### config.mk
export PLATFORM = sky130hd
export DESIGN_NAME = ecc_host_bridge
export DESIGN_NICKNAME = d
export VERILOG_FILES = /design/src/rtl/ecc_pkg.sv /design/src/rtl/ecc_ser_shift.sv /design/src/rtl/ecc_host_bridge.sv
export SDC_FILE = /design/constraint.sdc
export NUM_CORES = 2
export LEC_CHECK = 0
export BUFFER_PORTS_ARGS = -buffer_cell sky130_fd_sc_hd__buf_4
export CAP_MARGIN = 20
export CORE_AREA = 2 2 357 359
export CTS_CLUSTER_DIAMETER = 150
export DETAILED_ROUTE_END_ITERATION = 12
export DIE_AREA = 0 0 359 361
export MAX_ROUTING_LAYER = met4
export PLACE_DENSITY = 0.65
export SYNTH_ARGS = -nofsm -noshare
export SYNTH_HDL_FRONTEND = slang
export SYNTH_SLANG_ARGS = --single-unit
### constraint.sdc
create_clock -name clk -period 20.9 [get_ports clk]
set_clock_uncertainty 0.05 [all_clocks]
set_input_delay 4.18 -clock clk [delete_from_list [all_inputs] [get_ports clk]]
set_output_delay 4.18 -clock clk [all_outputs]
set_load 0.01 [all_outputs]
### src/rtl/ecc_pkg.sv
// ecc_pkg: shared definitions for the ECC host bridge.
//   - operand width codes carried on the wrapper's serial mode line
//   - request kind encodings (FULL curve load vs POINT-only reuse)
//   - default bus / counter widths
//   - mode_to_width(): width code -> number of serial bits per operand
package ecc_pkg;

  localparam int MAX_BITS_DEFAULT = 128;
  localparam int CNT_W_DEFAULT    = 8;

  typedef enum logic [1:0] {
    BITS16  = 2'b00,
    BITS32  = 2'b01,
    BITS64  = 2'b10,
    BITS128 = 2'b11
  } width_code_e;

  typedef enum logic {
    REQ_FULL  = 1'b0,
    REQ_POINT = 1'b1
  } req_kind_e;

  function automatic int unsigned mode_to_width(input width_code_e code);
    case (code)
      BITS16:  return 16;
      BITS32:  return 32;
      BITS64:  return 64;
      default: return 128;
    endcase
  endfunction

endpackage

### src/rtl/ecc_ser_shift.sv
// ecc_ser_shift: MSB-first parallel-in / serial-out shifter for LANES operands
// that are always sent together with the same bit count.
//   clk, rst    clock, synchronous active-high reset
//   load        capture load_data and load_width (has priority over shift)
//   load_width  number of bits W to send per lane (bits above W are dropped)
//   load_data   LANES words of WIDTH bits, lane l at [l*WIDTH +: WIDTH]
//   shift       advance every lane by one bit
//   bits        current bit of each lane (operand bit W-1 right after load)
//   done        all W bits of the loaded words have been shifted out
module ecc_ser_shift #(
  parameter int WIDTH = 128,
  parameter int LANES = 1,
  parameter int CNT_W = 8
) (
  input  logic                   clk,
  input  logic                   rst,
  input  logic                   load,
  input  logic [CNT_W-1:0]       load_width,
  input  logic [LANES*WIDTH-1:0] load_data,
  input  logic                   shift,
  output logic [LANES-1:0]       bits,
  output logic                   done
);

  logic [WIDTH-1:0] data [LANES];
  logic [CNT_W-1:0] cnt;

  // Words are left-aligned on load so operand bit W-1 sits at the MSB and
  // every later bit is reached by a plain left shift.
  // NOTE: the data words carry no reset; cnt is reset and done/the FSM above
  // never look at data until a load has refilled it, so resetting the wide
  // array would only cost routing.
  always_ff @(posedge clk) begin
    if (load) begin
      for (int l = 0; l < LANES; l++) begin
        data[l] <= load_data[l*WIDTH +: WIDTH] << (WIDTH - int'(load_width));
      end
    end else if (shift) begin
      for (int l = 0; l < LANES; l++) begin
        data[l] <= data[l] << 1;
      end
    end
  end

  // NOTE: sequential state uses non-blocking assignments only, so every
  // flop samples the pre-edge value of its neighbours regardless of the
  // order the statements are written in.
  always_ff @(posedge clk) begin
    if (rst) begin
      cnt <= '0;
    end else if (load) begin
      cnt <= load_width;
    end else if (shift && cnt != '0) begin
      cnt <= cnt - CNT_W'(1);
    end
  end

  // NOTE: combinational outputs get a default before the loop so no path
  // leaves them unassigned, which would otherwise infer a latch.
  always_comb begin
    bits = '0;
    for (int l = 0; l < LANES; l++) begin
      bits[l] = data[l][WIDTH-1];
    end
  end

  assign done = (cnt == '0);

endmodule

### src/rtl/ecc_host_bridge.sv
// ecc_host_bridge: host-side bridge around the bit-serial ECC point-multiply
// wrapper. One parallel request is accepted by valid/ready, serialised onto
// the wrapper input lines, and the wrapper's serial result is collected back
// into parallel words offered by valid/ready. One operation may be in flight.
//
// Ports
//   clk, rst                       clock, synchronous active-high reset
//   req_valid / req_ready          request handshake
//   req_kind                       0 = FULL (mode, a, prime, point, mul),
//                                  1 = POINT (point, mul; curve reused)
//   req_mode                       width code, taken on FULL requests only
//   req_a, req_prime, req_px,
//   req_py, req_mul                right-aligned operands
//   s_data_valid, s_mode, s_a,
//   s_prime, s_px, s_py, s_mul     registered serial lines to the wrapper
//   s_res_valid, s_res_x, s_res_y  serial result from the wrapper
//   res_valid / res_ready          result handshake
//   res_x, res_y                   right-aligned result, upper bits zero
//   err                            sticky protocol error, cleared by rst
module ecc_host_bridge
  import ecc_pkg::*;
#(
  parameter int MAX_BITS = MAX_BITS_DEFAULT,
  parameter int CNT_W    = CNT_W_DEFAULT
) (
  input  logic                clk,
  input  logic                rst,
  input  logic                req_valid,
  output logic                req_ready,
  input  logic                req_kind,
  input  logic [1:0]          req_mode,
  input  logic [MAX_BITS-1:0] req_a,
  input  logic [MAX_BITS-1:0] req_prime,
  input  logic [MAX_BITS-1:0] req_px,
  input  logic [MAX_BITS-1:0] req_py,
  input  logic [MAX_BITS-1:0] req_mul,
  output logic                s_data_valid,
  output logic                s_mode,
  output logic                s_a,
  output logic                s_prime,
  output logic                s_px,
  output logic                s_py,
  output logic                s_mul,
  input  logic                s_res_valid,
  input  logic                s_res_x,
  input  logic                s_res_y,
  output logic                res_valid,
  input  logic                res_ready,
  output logic [MAX_BITS-1:0] res_x,
  output logic [MAX_BITS-1:0] res_y,
  output logic                err
);

  // Each state names what the serial lines carry while it is current.
  typedef enum logic [2:0] {
    T_IDLE,
    T_VALID,    // s_data_valid pulse on the lines
    T_MODE_HI,  // mode[1] on s_mode
    T_MODE_LO,  // mode[0] on s_mode
    T_DATA      // operand bits on the data lines
  } tx_state_e;

  typedef enum logic [1:0] {
    R_IDLE,
    R_SHIFT,
    R_HOLD
  } rx_state_e;

  tx_state_e   tx_state;
  rx_state_e   rx_state;
  width_code_e mode_q;
  width_code_e load_code;
  logic        kind_point_q;
  logic        outstanding;

  logic [CNT_W-1:0] cur_width;
  logic [CNT_W-1:0] load_width;
  logic [CNT_W-1:0] rx_cnt;
  logic [CNT_W-1:0] rx_cnt_next;

  logic [MAX_BITS-1:0] rx_x;
  logic [MAX_BITS-1:0] rx_y;
  logic [MAX_BITS-1:0] rx_x_next;
  logic [MAX_BITS-1:0] rx_y_next;

  logic       accept;
  logic       tx_emit;
  logic       tx_last;
  logic       consume;
  logic [2:0] pt_bits;
  logic [1:0] cv_bits;
  logic       pt_done;
  logic       cv_done;

  assign req_ready = (tx_state == T_IDLE) && !outstanding && (rx_state == R_IDLE);
  assign accept    = req_valid && req_ready;
  assign consume   = res_valid && res_ready;

  // A FULL request brings its own width; POINT reuses the latched one.
  always_comb begin
    load_code = mode_q;
    if (req_kind == REQ_FULL) begin
      load_code = width_code_e'(req_mode);
    end
  end

  assign load_width = CNT_W'(mode_to_width(load_code));
  assign cur_width  = CNT_W'(mode_to_width(mode_q));

  // The curve shifter is loaded only by FULL requests, so on POINT its done
  // flag is stale and the point group alone decides the end of the stream.
  assign tx_last = pt_done && (kind_point_q || cv_done);

  // Cycles whose next edge puts a fresh operand bit on the lines: the edge
  // into T_DATA, and every T_DATA edge until the shifters run dry.
  assign tx_emit = (tx_state == T_VALID && kind_point_q) ||
                   (tx_state == T_MODE_LO) ||
                   (tx_state == T_DATA && !tx_last);

  ecc_ser_shift #(
    .WIDTH (MAX_BITS),
    .LANES (3),
    .CNT_W (CNT_W)
  ) u_point_shift (
    .clk        (clk),
    .rst        (rst),
    .load       (accept),
    .load_width (load_width),
    .load_data  ({req_px, req_py, req_mul}),
    .shift      (tx_emit),
    .bits       (pt_bits),
    .done       (pt_done)
  );

  ecc_ser_shift #(
    .WIDTH (MAX_BITS),
    .LANES (2),
    .CNT_W (CNT_W)
  ) u_curve_shift (
    .clk        (clk),
    .rst        (rst),
    .load       (accept && (req_kind == REQ_FULL)),
    .load_width (load_width),
    .load_data  ({req_a, req_prime}),
    .shift      (tx_emit && !kind_point_q),
    .bits       (cv_bits),
    .done       (cv_done)
  );

  // Transmit FSM. Every serial line defaults to 0 each cycle and is raised
  // only in the cycle it actually carries a bit.
  always_ff @(posedge clk) begin
    if (rst) begin
      tx_state     <= T_IDLE;
      mode_q       <= BITS32;
      kind_point_q <= 1'b0;
      s_data_valid <= 1'b0;
      s_mode       <= 1'b0;
      s_a          <= 1'b0;
      s_prime      <= 1'b0;
      s_px         <= 1'b0;
      s_py         <= 1'b0;
      s_mul        <= 1'b0;
    end else begin
      s_data_valid <= 1'b0;
      s_mode       <= 1'b0;
      s_a          <= 1'b0;
      s_prime      <= 1'b0;
      s_px         <= 1'b0;
      s_py         <= 1'b0;
      s_mul        <= 1'b0;

      if (tx_emit) begin
        s_px  <= pt_bits[2];
        s_py  <= pt_bits[1];
        s_mul <= pt_bits[0];
        if (!kind_point_q) begin
          s_a     <= cv_bits[1];
          s_prime <= cv_bits[0];
        end
      end

      case (tx_state)
        T_IDLE: begin
          if (accept) begin
            s_data_valid <= 1'b1;
            kind_point_q <= req_kind;
            if (req_kind == REQ_FULL) begin
              mode_q <= width_code_e'(req_mode);
            end
            tx_state <= T_VALID;
          end
        end
        T_VALID: begin
          if (kind_point_q) begin
            tx_state <= T_DATA;
          end else begin
            s_mode   <= mode_q[1];
            tx_state <= T_MODE_HI;
          end
        end
        T_MODE_HI: begin
          s_mode   <= mode_q[0];
          tx_state <= T_MODE_LO;
        end
        T_MODE_LO: tx_state <= T_DATA;
        T_DATA: begin
          if (tx_last) begin
            tx_state <= T_IDLE;
          end
        end
        default: tx_state <= T_IDLE;
      endcase
    end
  end

  assign rx_x_next   = {rx_x[MAX_BITS-2:0], s_res_x};
  assign rx_y_next   = {rx_y[MAX_BITS-2:0], s_res_y};
  assign rx_cnt_next = rx_cnt + CNT_W'(1);

  // Receive FSM plus the outstanding flag. A finished send and a consumed
  // result can land on the same edge (unsolicited result being drained while
  // a new operation goes out); the new operation wins.
  always_ff @(posedge clk) begin
    if (rst) begin
      rx_state    <= R_IDLE;
      rx_cnt      <= '0;
      rx_x        <= '0;
      rx_y        <= '0;
      res_valid   <= 1'b0;
      res_x       <= '0;
      res_y       <= '0;
      err         <= 1'b0;
      outstanding <= 1'b0;
    end else begin
      if (tx_state == T_DATA && tx_last) begin
        outstanding <= 1'b1;
      end else if (consume) begin
        outstanding <= 1'b0;
      end

      case (rx_state)
        R_IDLE: begin
          if (s_res_valid) begin
            rx_x     <= {{(MAX_BITS-1){1'b0}}, s_res_x};
            rx_y     <= {{(MAX_BITS-1){1'b0}}, s_res_y};
            rx_cnt   <= CNT_W'(1);
            rx_state <= R_SHIFT;
          end
        end
        R_SHIFT: begin
          if (!s_res_valid) begin
            // Truncated burst: drop the partial word, keep waiting.
            err      <= 1'b1;
            rx_state <= R_IDLE;
          end else begin
            rx_x   <= rx_x_next;
            rx_y   <= rx_y_next;
            rx_cnt <= rx_cnt_next;
            if (rx_cnt_next == cur_width) begin
              res_x     <= rx_x_next;
              res_y     <= rx_y_next;
              res_valid <= 1'b1;
              rx_state  <= R_HOLD;
            end
          end
        end
        R_HOLD: begin
          if (s_res_valid) begin
            err <= 1'b1;
          end
          if (res_ready) begin
            res_valid <= 1'b0;
            rx_state  <= R_IDLE;
          end
        end
        default: rx_state <= R_IDLE;
      endcase
    end
  end

endmodule

==> metrics.yaml <==
yosys:
  yosysWarnings: 0
  syn_area_per_cell_um2: 9.166
  ys_seq_area_frac: 0.5765
  synth_xor_area_frac: 0.003098
  synth.distinct_cells: 56
  synth-compound-area-share: 0.1210
  syn_area_mm2: 0.05250
  synth-seq-cells: 1192
  synth.area.mux_share: 0.03193
  synthSimpleGateAreaFrac: 0.2230
  syn-num-nets: 6387
  synth_flop_cell: "edfxtp_1"
  async_flop_share: 0
  post_synth_inst_count: 5728
  synth-adder-area-share: 0.002145
  synth_top_family_by_area: "simple AND/OR/NAND/NOR gates"
  synth_edf_count: 640
sta:
  fmax_mhz: 119.7
  maxSlewHeadroom: 0.1242
  finalSetupTns_ns: 0
  finalCritPeriodShare: 0.3997
  worstMarginPinSlew_ns: 1.314
  period_minus_slack_ns: 8.355
  hold_viol: 0
  setup-violations-final: 0
  maxSlewViolCount: 0
  rsz0062_at_grt: "false"
final_layout:
  fin_util: 0.5125
  fin_cells: 8132
  syn_to_final_growth_pct: 22.41
  nets: 7004
  layout-drive-gt1-share: 0.1948
  postLayoutCellArea_mm2: 0.06427
global_route:
  grt_overflow_total: 0
  grt_pass1_vias: 42625
  antenna_found_initial: 32
  grt_max_degree: 230
  grt_first_pass_wirelength_um: 261900
  grt_use_total: 0.2673
clocking:
  postCtsSetupRepairBufs: 0
  hold_buffers: 0
  clock-sinks: 1192
  cts_tree: "done"
  numCtsBuffers: 132
  clock_latency_ns: 0.77
  root_buffer: "clkbuf_16"
  clockBufferDepth: 3
  cts_resized: 0
  h-tree-depth: 4
  path_clk_slew_ns: 0.06
setup_path:
  critPathLaunchType: "input pin"
  crit_fanout: 99
  critPathArrivalTime_ns: 8.98
  critPathCaptureType: "flip-flop"
  required_ns: 21.52
  critPathKind: "in -> reg"
pwr:
  p_per_area_mw_per_mm2: 96.50
  leakagePower_nw: 25.36
  vdd_drop_max_mv: 0.07809
  power.total_mw: 6.202
detailed_routing:
  first_pass_iters: 6
  drc: 0
  ant_nets: 0
  drtIter0Drc: 4934
  num_vias: 44825
  routed_wl_um: 175200
  routed_via_density: 5.512
  post_drt_wl_per_cell_um: 21.55
run:
  maxCapViolations: 0
floorplanning:
  core_area_mm2: 0.1254
  die_w_um: 359
  io_pins: 916
  rows: 130
  die_area_mm2: 0.1296
  start_util: 0.4187
  die_h_um: 361
placed_design:
  gp_congestion: 0.9160
  dp.cells: 7860
  hpwlAfterDp_um: 116100
  port_buffers: 915
  place_area_mm2: 0.05984
status:
  status: "finished, final reports clean"
worst_hold_path:
  hold_class: "reg -> reg"
flip-flops by register name, indices dropped and copies added, names as in the netlist, 2 cells and up:
signal              count
u_curve_shift.cnt       8
mode_q                  2
res_y                 128
u_point_shift.data    384
res_x                 128
u_point_shift.cnt       8
rx_x                  127
rx_cnt                  8
rx_y                  127
tx_state                3
rx_state                2
u_curve_shift.data    256
critical path: stages:
cell     delay (ns)
buf_4          0.13
and2_4         0.61
buf_4          0.92
o211a_4        0.29
buf_4          0.73
buf_4          0.89
buf_4          0.77
nand2_1        0.15
a21oi_1        0.18
through the flow:
stage	hold WS, ns	worst slack, ns
after floorplan	0.3703	7.201
after global placement	0.3810	11.85
after detailed placement	0.3785	11.77
after CTS	0.3920	12.54
after global routing	0.4033	12.16
final	0.3898	12.55
cell usage after synthesis, drive strengths merged, types with 2 or more instances:
cell     number  area share
ha            9      0.0021
nor4          4     0.00048
dfxtp       552        0.21
nor3b         3     0.00043
nor3         13      0.0012
nand2b        6     0.00071
o21a          3     0.00043
edfxtp      640        0.37
mux2          4     0.00086
and2          6     0.00071
o21ai        61      0.0059
nor4b         2     0.00074
a21oi       464       0.044
or4           2     0.00043
a22oi       255       0.036
buf         178       0.020
a31oi         7     0.00083
clkbuf      301       0.022
mux2i       163       0.031
nand3b        2     0.00029
and3          9      0.0011
nand3       563       0.054
o31ai       160       0.030
nand2      1939        0.14
a211oi        7      0.0010
xnor2        11      0.0018
nor2        329       0.024
xor2          5     0.00083
inv          11     0.00079
a2111oi       2     0.00033
power breakdown:
part	switching [mW]	internal (mW)	total, mW
sequential	0.0764	2.84	2.91
combinational	0.656	0.304	0.960
clock	0.996	1.33	2.33
path summary, 6_finish.rpt:
check,depth (start not counted),endpoint,slack (ns),startpoint
setup / recovery,9,res_x[53],12.55,s_res_valid
hold / removal,1,s_py,0.39,u_point_shift.data[0][255]
setup reg to reg,10,res_x[53],15.31,rx_state[1]
hold reg to reg,1,s_py,0.39,u_point_shift.data[0][255]
cell usage in the layout, fill, tap and decap left out, drive strengths merged, types with 5 or more instances in the layout:
master,Yosys,routed
buf,178,962
ha,9,9
and3,9,9
edfxtp,640,640
o31ai,160,160
bufinv,0,5
clkinv,0,41
diode,0,33
and2,6,6
nand2,1939,1939
a22oi,255,255
dfxtp,552,552
clkbuf,301,183
inv,11,19
nor3,13,13
nand3,563,563
a31oi,7,7
xor2,5,5
nand2b,6,6
a211oi,7,7
a21oi,464,464
mux2i,163,163
xnor2,11,11
nor2,329,329
o21ai,61,61
per-layer routing:
metal	routed length, um	track usage	vias up
met5	0	-	-
met4	5013	0.08505	0
met3	15060	0.06926	250
met2	82110	0.4183	1682
met1	73070	0.3388	21837
li1	-	-	21056
cell type report:
type / count / area, um2
sequential: 1192 / 30270
tap: 1650 / 2064
clock inverter: 55 / 559.3
clock buffer: 183 / 3759
multi-input combinational: 4046 / 20150
inverter: 11 / 41.29
antenna: 33 / 82.58
timing repair buffer: 962 / 7350
fill: 11612 / 61140
kinds of logic after synthesis:
group	after synthesis
simple gates	2884
compound gates	969
fa+ha+maj	9
mux	167
buf+inv	490
flops	1192
xor+xnor	17
Power figures use the tool's default switching activity.
